==> src/rtl/imem_loader_pkg.sv <==
// rtl/imem_loader_pkg.sv - shared constants and state encoding for the imem loader
package imem_loader_pkg;

  // Frame start marker default
  localparam logic [7:0] SYNC_BYTE_DEFAULT = 8'hA5;

  // Frame layout: bytes per instruction word, default word-count width
  localparam int BYTES_PER_WORD = 4;
  localparam int LEN_W_DEFAULT  = 16;

  // Instruction memory write-port geometry
  localparam int IMEM_DATA_W         = 32;
  localparam int IMEM_ADDR_W_DEFAULT = 5;

  typedef enum logic [2:0] {
    ST_IDLE,
    ST_LEN_LO,
    ST_LEN_HI,
    ST_DATA,
    ST_CSUM,
    ST_DONE
  } state_t;

endpackage

==> src/rtl/imem_byte_packer.sv <==
// rtl/imem_byte_packer.sv - collects four stream bytes into a little-endian 32-bit word
module imem_byte_packer
  import imem_loader_pkg::*;
(
  input  logic                   i_clk,
  input  logic                   i_rst_n,
  input  logic                   i_clear,
  input  logic                   i_byte_valid,
  input  logic [7:0]             i_byte,
  output logic                   o_last_byte,
  output logic                   o_word_ready,
  output logic [IMEM_DATA_W-1:0] o_word
);

  localparam int CNT_W = $clog2(BYTES_PER_WORD);

  logic [CNT_W-1:0]       r_cnt;
  logic [IMEM_DATA_W-1:0] r_word;
  logic                   r_word_ready;

  // The byte about to be taken completes the current word
  assign o_last_byte  = (r_cnt == CNT_W'(BYTES_PER_WORD - 1));
  assign o_word_ready = r_word_ready;
  assign o_word       = r_word;

  // Shift bytes in from the top so the first byte lands in bits [7:0]
  always_ff @(posedge i_clk or negedge i_rst_n) begin
    if (!i_rst_n) begin
      r_cnt        <= '0;
      r_word       <= '0;
      r_word_ready <= 1'b0;
    end else begin
      r_word_ready <= i_byte_valid && o_last_byte;
      if (i_clear) begin
        r_cnt <= '0;
      end else if (i_byte_valid) begin
        r_cnt  <= r_cnt + CNT_W'(1);
        r_word <= {i_byte, r_word[IMEM_DATA_W-1:8]};
      end
    end
  end

endmodule

==> src/rtl/imem_loader.sv <==
// rtl/imem_loader.sv - framed byte stream to instruction memory writer with XOR checksum
module imem_loader
  import imem_loader_pkg::*;
#(
  parameter int         ADDR_W    = IMEM_ADDR_W_DEFAULT,
  parameter logic [7:0] SYNC_BYTE = SYNC_BYTE_DEFAULT,
  parameter int         LEN_W     = LEN_W_DEFAULT
) (
  input  logic                   i_clk,
  input  logic                   i_rst_n,
  input  logic [7:0]             i_in_data,
  input  logic                   i_in_valid,
  output logic                   o_in_ready,
  output logic                   o_imem_we,
  output logic [ADDR_W-1:0]      o_imem_addr,
  output logic [IMEM_DATA_W-1:0] o_imem_wdata,
  output logic                   o_cpu_hold,
  output logic                   o_load_done,
  output logic                   o_load_err
);

  state_t            r_state;
  state_t            w_next;
  logic              r_in_ready;
  logic              r_cpu_hold;
  logic              r_load_done;
  logic              r_load_err;
  logic [7:0]        r_len_lo;
  logic [7:0]        r_xor_acc;
  logic [LEN_W-1:0]  r_words_left;
  logic [ADDR_W-1:0] r_word_idx;
  logic [ADDR_W-1:0] r_imem_addr;

  logic             w_accept;
  logic             w_start;
  logic             w_len_lo_byte;
  logic             w_len_hi_byte;
  logic             w_data_byte;
  logic             w_csum_byte;
  logic             w_last_byte;
  logic             w_word_ready;
  logic [LEN_W-1:0] w_len;
  logic [IMEM_DATA_W-1:0] w_word;

  assign w_accept = i_in_valid && r_in_ready;
  assign w_len    = LEN_W'({i_in_data, r_len_lo});

  imem_byte_packer u_packer (
    .i_clk        (i_clk),
    .i_rst_n      (i_rst_n),
    .i_clear      (w_start),
    .i_byte_valid (w_data_byte),
    .i_byte       (i_in_data),
    .o_last_byte  (w_last_byte),
    .o_word_ready (w_word_ready),
    .o_word       (w_word)
  );

  // Next-state decode and per-byte role strobes
  always_comb begin
    w_next        = r_state;
    w_start       = 1'b0;
    w_len_lo_byte = 1'b0;
    w_len_hi_byte = 1'b0;
    w_data_byte   = 1'b0;
    w_csum_byte   = 1'b0;
    case (r_state)
      ST_IDLE: begin
        if (w_accept && (i_in_data == SYNC_BYTE)) begin
          w_start = 1'b1;
          w_next  = ST_LEN_LO;
        end
      end
      ST_LEN_LO: begin
        if (w_accept) begin
          w_len_lo_byte = 1'b1;
          w_next        = ST_LEN_HI;
        end
      end
      ST_LEN_HI: begin
        if (w_accept) begin
          w_len_hi_byte = 1'b1;
          w_next        = (w_len == '0) ? ST_CSUM : ST_DATA;
        end
      end
      ST_DATA: begin
        if (w_accept) begin
          w_data_byte = 1'b1;
          if (w_last_byte && (r_words_left == LEN_W'(1))) begin
            w_next = ST_CSUM;
          end
        end
      end
      ST_CSUM: begin
        if (w_accept) begin
          w_csum_byte = 1'b1;
          w_next      = ST_DONE;
        end
      end
      ST_DONE: w_next = ST_IDLE;
      default: w_next = ST_IDLE;
    endcase
  end

  // State, registered outputs, counters and checksum accumulator
  always_ff @(posedge i_clk or negedge i_rst_n) begin
    if (!i_rst_n) begin
      r_state      <= ST_IDLE;
      r_in_ready   <= 1'b0;
      r_cpu_hold   <= 1'b0;
      r_load_done  <= 1'b0;
      r_load_err   <= 1'b0;
      r_len_lo     <= '0;
      r_xor_acc    <= '0;
      r_words_left <= '0;
      r_word_idx   <= '0;
      r_imem_addr  <= '0;
    end else begin
      r_state     <= w_next;
      r_in_ready  <= (w_next != ST_DONE);
      r_cpu_hold  <= (w_next != ST_IDLE);
      r_load_done <= (w_next == ST_DONE);
      if (w_start) begin
        r_load_err <= 1'b0;
        r_word_idx <= '0;
        r_xor_acc  <= '0;
      end
      if (w_len_lo_byte) begin
        r_len_lo <= i_in_data;
      end
      if (w_len_hi_byte) begin
        r_words_left <= w_len;
      end
      if (w_data_byte) begin
        r_xor_acc <= r_xor_acc ^ i_in_data;
        if (w_last_byte) begin
          r_imem_addr  <= r_word_idx;
          r_word_idx   <= r_word_idx + ADDR_W'(1);
          r_words_left <= r_words_left - LEN_W'(1);
        end
      end
      if (w_csum_byte) begin
        r_load_err <= (i_in_data != r_xor_acc);
      end
    end
  end

  assign o_in_ready   = r_in_ready;
  assign o_imem_we    = w_word_ready;
  assign o_imem_addr  = r_imem_addr;
  assign o_imem_wdata = w_word;
  assign o_cpu_hold   = r_cpu_hold;
  assign o_load_done  = r_load_done;
  assign o_load_err   = r_load_err;

endmodule

==> config.mk <==
export PLATFORM = sky130hd
export DESIGN_NAME = imem_loader
export DESIGN_NICKNAME = d
export VERILOG_FILES = /design/src/rtl/imem_loader_pkg.sv /design/src/rtl/imem_byte_packer.sv /design/src/rtl/imem_loader.sv
export SDC_FILE = /design/constraint.sdc
export NUM_CORES = 1
export LEC_CHECK = 0
export CORE_AREA = 2 2 92 94
export CTS_BUF_LIST = sky130_fd_sc_hd__clkbuf_4
export CTS_CLUSTER_DIAMETER = 30
export DETAILED_ROUTE_END_ITERATION = 10
export DIE_AREA = 0 0 94 96
export PLACE_DENSITY = 0.83
export SYNTH_ARGS = -nofsm -noshare
export SYNTH_HDL_FRONTEND = slang
export SYNTH_SLANG_ARGS = --single-unit
==> constraint.sdc <==
create_clock -name i_clk -period 1.5 [get_ports i_clk]
set_input_delay 0.45 -clock i_clk [delete_from_list [all_inputs] [get_ports i_clk]]
set_output_delay 0.45 -clock i_clk [all_outputs]
set_load 0.01 [all_outputs]
==> results.py <==
metrics = {
    "power_and_ir_drop": {
        "pwr-share-comb_pct": 52.0,
        "p_int_mw": 7.51,
        "vdd_drop_max_v": 0.00104,
        "swShare_pct": 41.3,
        "sequentialPowerShare_pct": 33.7,
        "pwr-share-clk_pct": 14.3,
        "power_density_mw_per_mm2": 2020,
        "p_switching_mw": 5.30,
        "p_leak_nw": 3.08,
    },
    "floorplan": {
        "die_h_um": 96,
        "die-area_mm2": 0.00902,
        "ios": 53,
        "rows": 33,
        "initial_core_util_pct": 50.8,
        "die_x_um": 94,
        "core_area_mm2": 0.00805,
    },
    "worst_setup_path": {
        "crit_family": "simple AND/OR/NAND/NOR gates",
        "path_class": "reg2reg",
        "r2r-end": "r_state[1]",
        "crit_arrival_ns": 2.18,
        "crit-reg2reg-launch": "u_packer.r_cnt[1]",
        "worst-path-buf-inv": 0,
        "worstPathMaxFanout": 3,
        "r2r_slack_ns": -0.33,
        "endpoint_kind": "flip-flop",
        "required_ns": 1.85,
        "slowest_delay_ns": 0.46,
        "path_cells": "ha_4, nor4bb_4, nand4_1, o211ai_1, a31oi_1",
        "slowest_stage": "dfrtp_1",
        "start_kind": "flip-flop",
        "rr_worst_depth": 5,
    },
    "drt": {
        "routed_via_density": 6.44,
        "first_pass_iters": 5,
        "drc": 0,
        "drt_wl_total_um": 16500,
        "drtIter0Drc": 582,
        "wl_per_cell_um": 23.5,
        "ant_nets": 0,
        "vias": 4527,
    },
    "cts": {
        "insertion_delay_ns": 0.47,
        "ctsLongestPathBuffers": 2,
        "cts-buffers-inserted": 9,
        "clock-root-buffer": "clkbuf_4",
        "clk_pin_slew_ns": 0.17,
        "h-tree-depth": 3,
        "cts_tree": "yes",
        "clock_sinks": 84,
    },
    "outcome": {
        "status": "complete, but fails checks",
        "violations": "setup timing",
    },
    "timing": {
        "worst_slack_ns": -0.326,
        "clock-skew-final_ns": 0.0262,
        "min_period_ns": 1.83,
        "finalHoldViolations": 0,
        "slew_headroom_pct": 66.7,
        "finalSetupViolations": 84,
        "drv_slew": 0,
        "max_freq_mhz": 548,
        "rsz0062_at_grt": "true",
        "finalCritPeriodShare_pct": 122,
        "worst_pin_slew_ns": 0.496,
        "holdWs_ns": 0.361,
    },
    "worst_hold_path": {
        "hold_class": "in2async",
    },
    "synth": {
        "synth_nets": 444,
        "netlist_area_mm2": 0.00409,
        "yosysWarnings": 0,
        "synthCells": 429,
        "syn-mean-instance-area_um2": 9.53,
        "ys.flop_type": "dfrtp_1",
        "ys_ff_latch": 84,
        "ys_async_sr_fraction_pct": 100,
        "ys_types": 52,
        "synth_enable_flop_cells": 0,
        "yosysSeqAreaShare_pct": 51.4,
    },
    "cells_and_area": {
        "nets": 608,
        "regArea_mm2": 0.00211,
        "fill_cells": 397,
        "area_growth_pct": 55.4,
        "n_antenna_cell": 0,
        "instances_no_fill": 703,
        "final_layout_size_suffix_gt1_share_pct": 46.5,
        "multi_input_area_mm2": 0.00228,
    },
    "place": {
        "gp_congestion": 0.882,
        "dp_cells": 623,
        "dpl.hpwl_um": 7580,
        "io_buffers": 52,
    },
    "grt": {
        "grt_pass1_vias": 3927,
        "antenna_found_initial": 0,
        "grt_usage_pct": 29.3,
        "grt_pass1_wl_um": 19900,
        "gr-total-overflow": 0,
        "grt_max_degree": 45,
    },
    "job": {
        "cap_violations": 0,
    },
}
-- power by group through the flow --
stage	Combinational [mW]	Clock [mW]	Sequential [mW]
global route	6.96	1.91	4.36
floorplan	2.28	0	4.17
CTS	5.16	1.77	4.05
detailed placement	4.47	0	4.17
global placement	4.26	0	4.12
finish	6.66	1.83	4.31
-- timing repair --
item                                   in CTS  in global routing
buffers inserted                           42                 19
resized for setup                         229                 82
pin swaps                                  22                 30
hold buffers                                1                  0
gates cloned                                2                  5
endpoints found under the hold margin      11                  0
setup endpoints to repair                 117                 97
-- worst register-to-register path, stage by stage, from the launching register on --
cell and delay [ns]:
dfrtp_1 0.46, ha_4 0.21, nor4bb_4 0.33, nand4_1 0.24, o211ai_1 0.30, a31oi_1 0.17
-- worst max-delay path by stage --
stage / startpoint / to / slack, ns / cells after the start
4_1_cts: r_words_left[1] / r_words_left[15] / -0.12 / 6
3_5_place_dp: i_in_valid / r_len_lo[3] / -0.63 / 5
5_1_grt: u_packer.r_cnt[1] / r_state[1] / -0.32 / 5
2_1_floorplan: i_in_data[1] / u_packer.r_cnt[0] / -0.13 / 5
3_3_place_gp: i_in_data[2] / r_state[2] / -0.61 / 6
6_report: u_packer.r_cnt[1] / r_state[1] / -0.33 / 5
-- registers in the layout, indices dropped and copies added, names as in the netlist --
name / flops
u_packer.o_word: 32
r_words_left: 16
r_len_lo: 8
r_xor_acc: 8
o_imem_addr: 5
r_word_idx: 5
r_state: 3
u_packer.r_cnt: 2
o_cpu_hold: 1
o_in_ready: 1
o_load_done: 1
o_load_err: 1
u_packer.o_word_ready: 1
-- logic make-up (layout without fill, tap and decap cells) --
kind of cell | after synthesis | after routing | synth area share, %
mux | 12 | 12 | 3.30
xor+xnor | 9 | 9 | 1.93
fa+ha+maj | 4 | 4 | 1.22
buf+inv | 44 | 212 | 5.05
flops | 84 | 84 | 51.4
compound gates | 66 | 66 | 11.6
simple gates | 210 | 211 | 25.5
-- synthesized netlist by cell type (all sizes together) (4+ instances only) --
master | number | area, µm²
nand2 | 127 | 479
dfrtp | 84 | 2100
nand3 | 23 | 120
buf | 19 | 113
inv | 18 | 67.6
o21ai | 15 | 75.1
a21oi | 13 | 65.1
nor4 | 11 | 98.8
nand4 | 10 | 77.6
mux2 | 9 | 105
nor2 | 9 | 33.8
a22o | 8 | 80.1
xnor2 | 8 | 70.1
clkbuf | 7 | 26.3
nor3 | 7 | 40.0
o221a | 6 | 67.6
nand3b | 5 | 50.1
ha | 4 | 50.1
-- cell type report --
| class | count | area share [%] |
|---|---|---|
| Multi-Input combinational cell | 302 | 35.8 |
| Sequential cell | 84 | 33.2 |
| Timing Repair Buffer | 178 | 24.7 |
| Tap cell | 105 | 2.07 |
| Clock inverter | 7 | 2.05 |
| Inverter | 18 | 1.14 |
| Clock buffer | 9 | 1.06 |
-- layout by cell type, fill, tap and decap left out, types with 14 or more instances in the layout --
cell type  instances
buf_4             89
dfrtp_1           79
nand2_1          120
buf_6             30
buf_2             35
inv_1             14
nand3_1           17
-- per-layer routing --
| layer | GRT usage [%] | vias to the layer above | wire, µm |
|---|---|---|---|
| met5 | 0 | - | 0 |
| met1 | 35.8 | 2197 | 5970 |
| met4 | 14.0 | 0 | 1240 |
| li1 | - | 1821 | - |
| met2 | 50.5 | 376 | 7900 |
| met3 | 5.09 | 133 | 1410 |
-- stage by stage --
step           worst slack [ns]  power [mW]  instance area, µm²  TNS (ns)  utilization, %
2_1_floorplan            -0.130        6.45                4220     -1.64               -
3_3_place_gp             -0.608        8.38                5220    -41.83            64.8
3_5_place_dp             -0.633        8.65                5220    -47.70            64.8
4_1_cts                  -0.117        11.0                5780     -1.17            71.8
5_1_grt                  -0.321        13.2                6350     -8.88            78.9
6_report                 -0.326        12.8                6350     -7.31            78.9
Power figures use the tool's default switching activity.
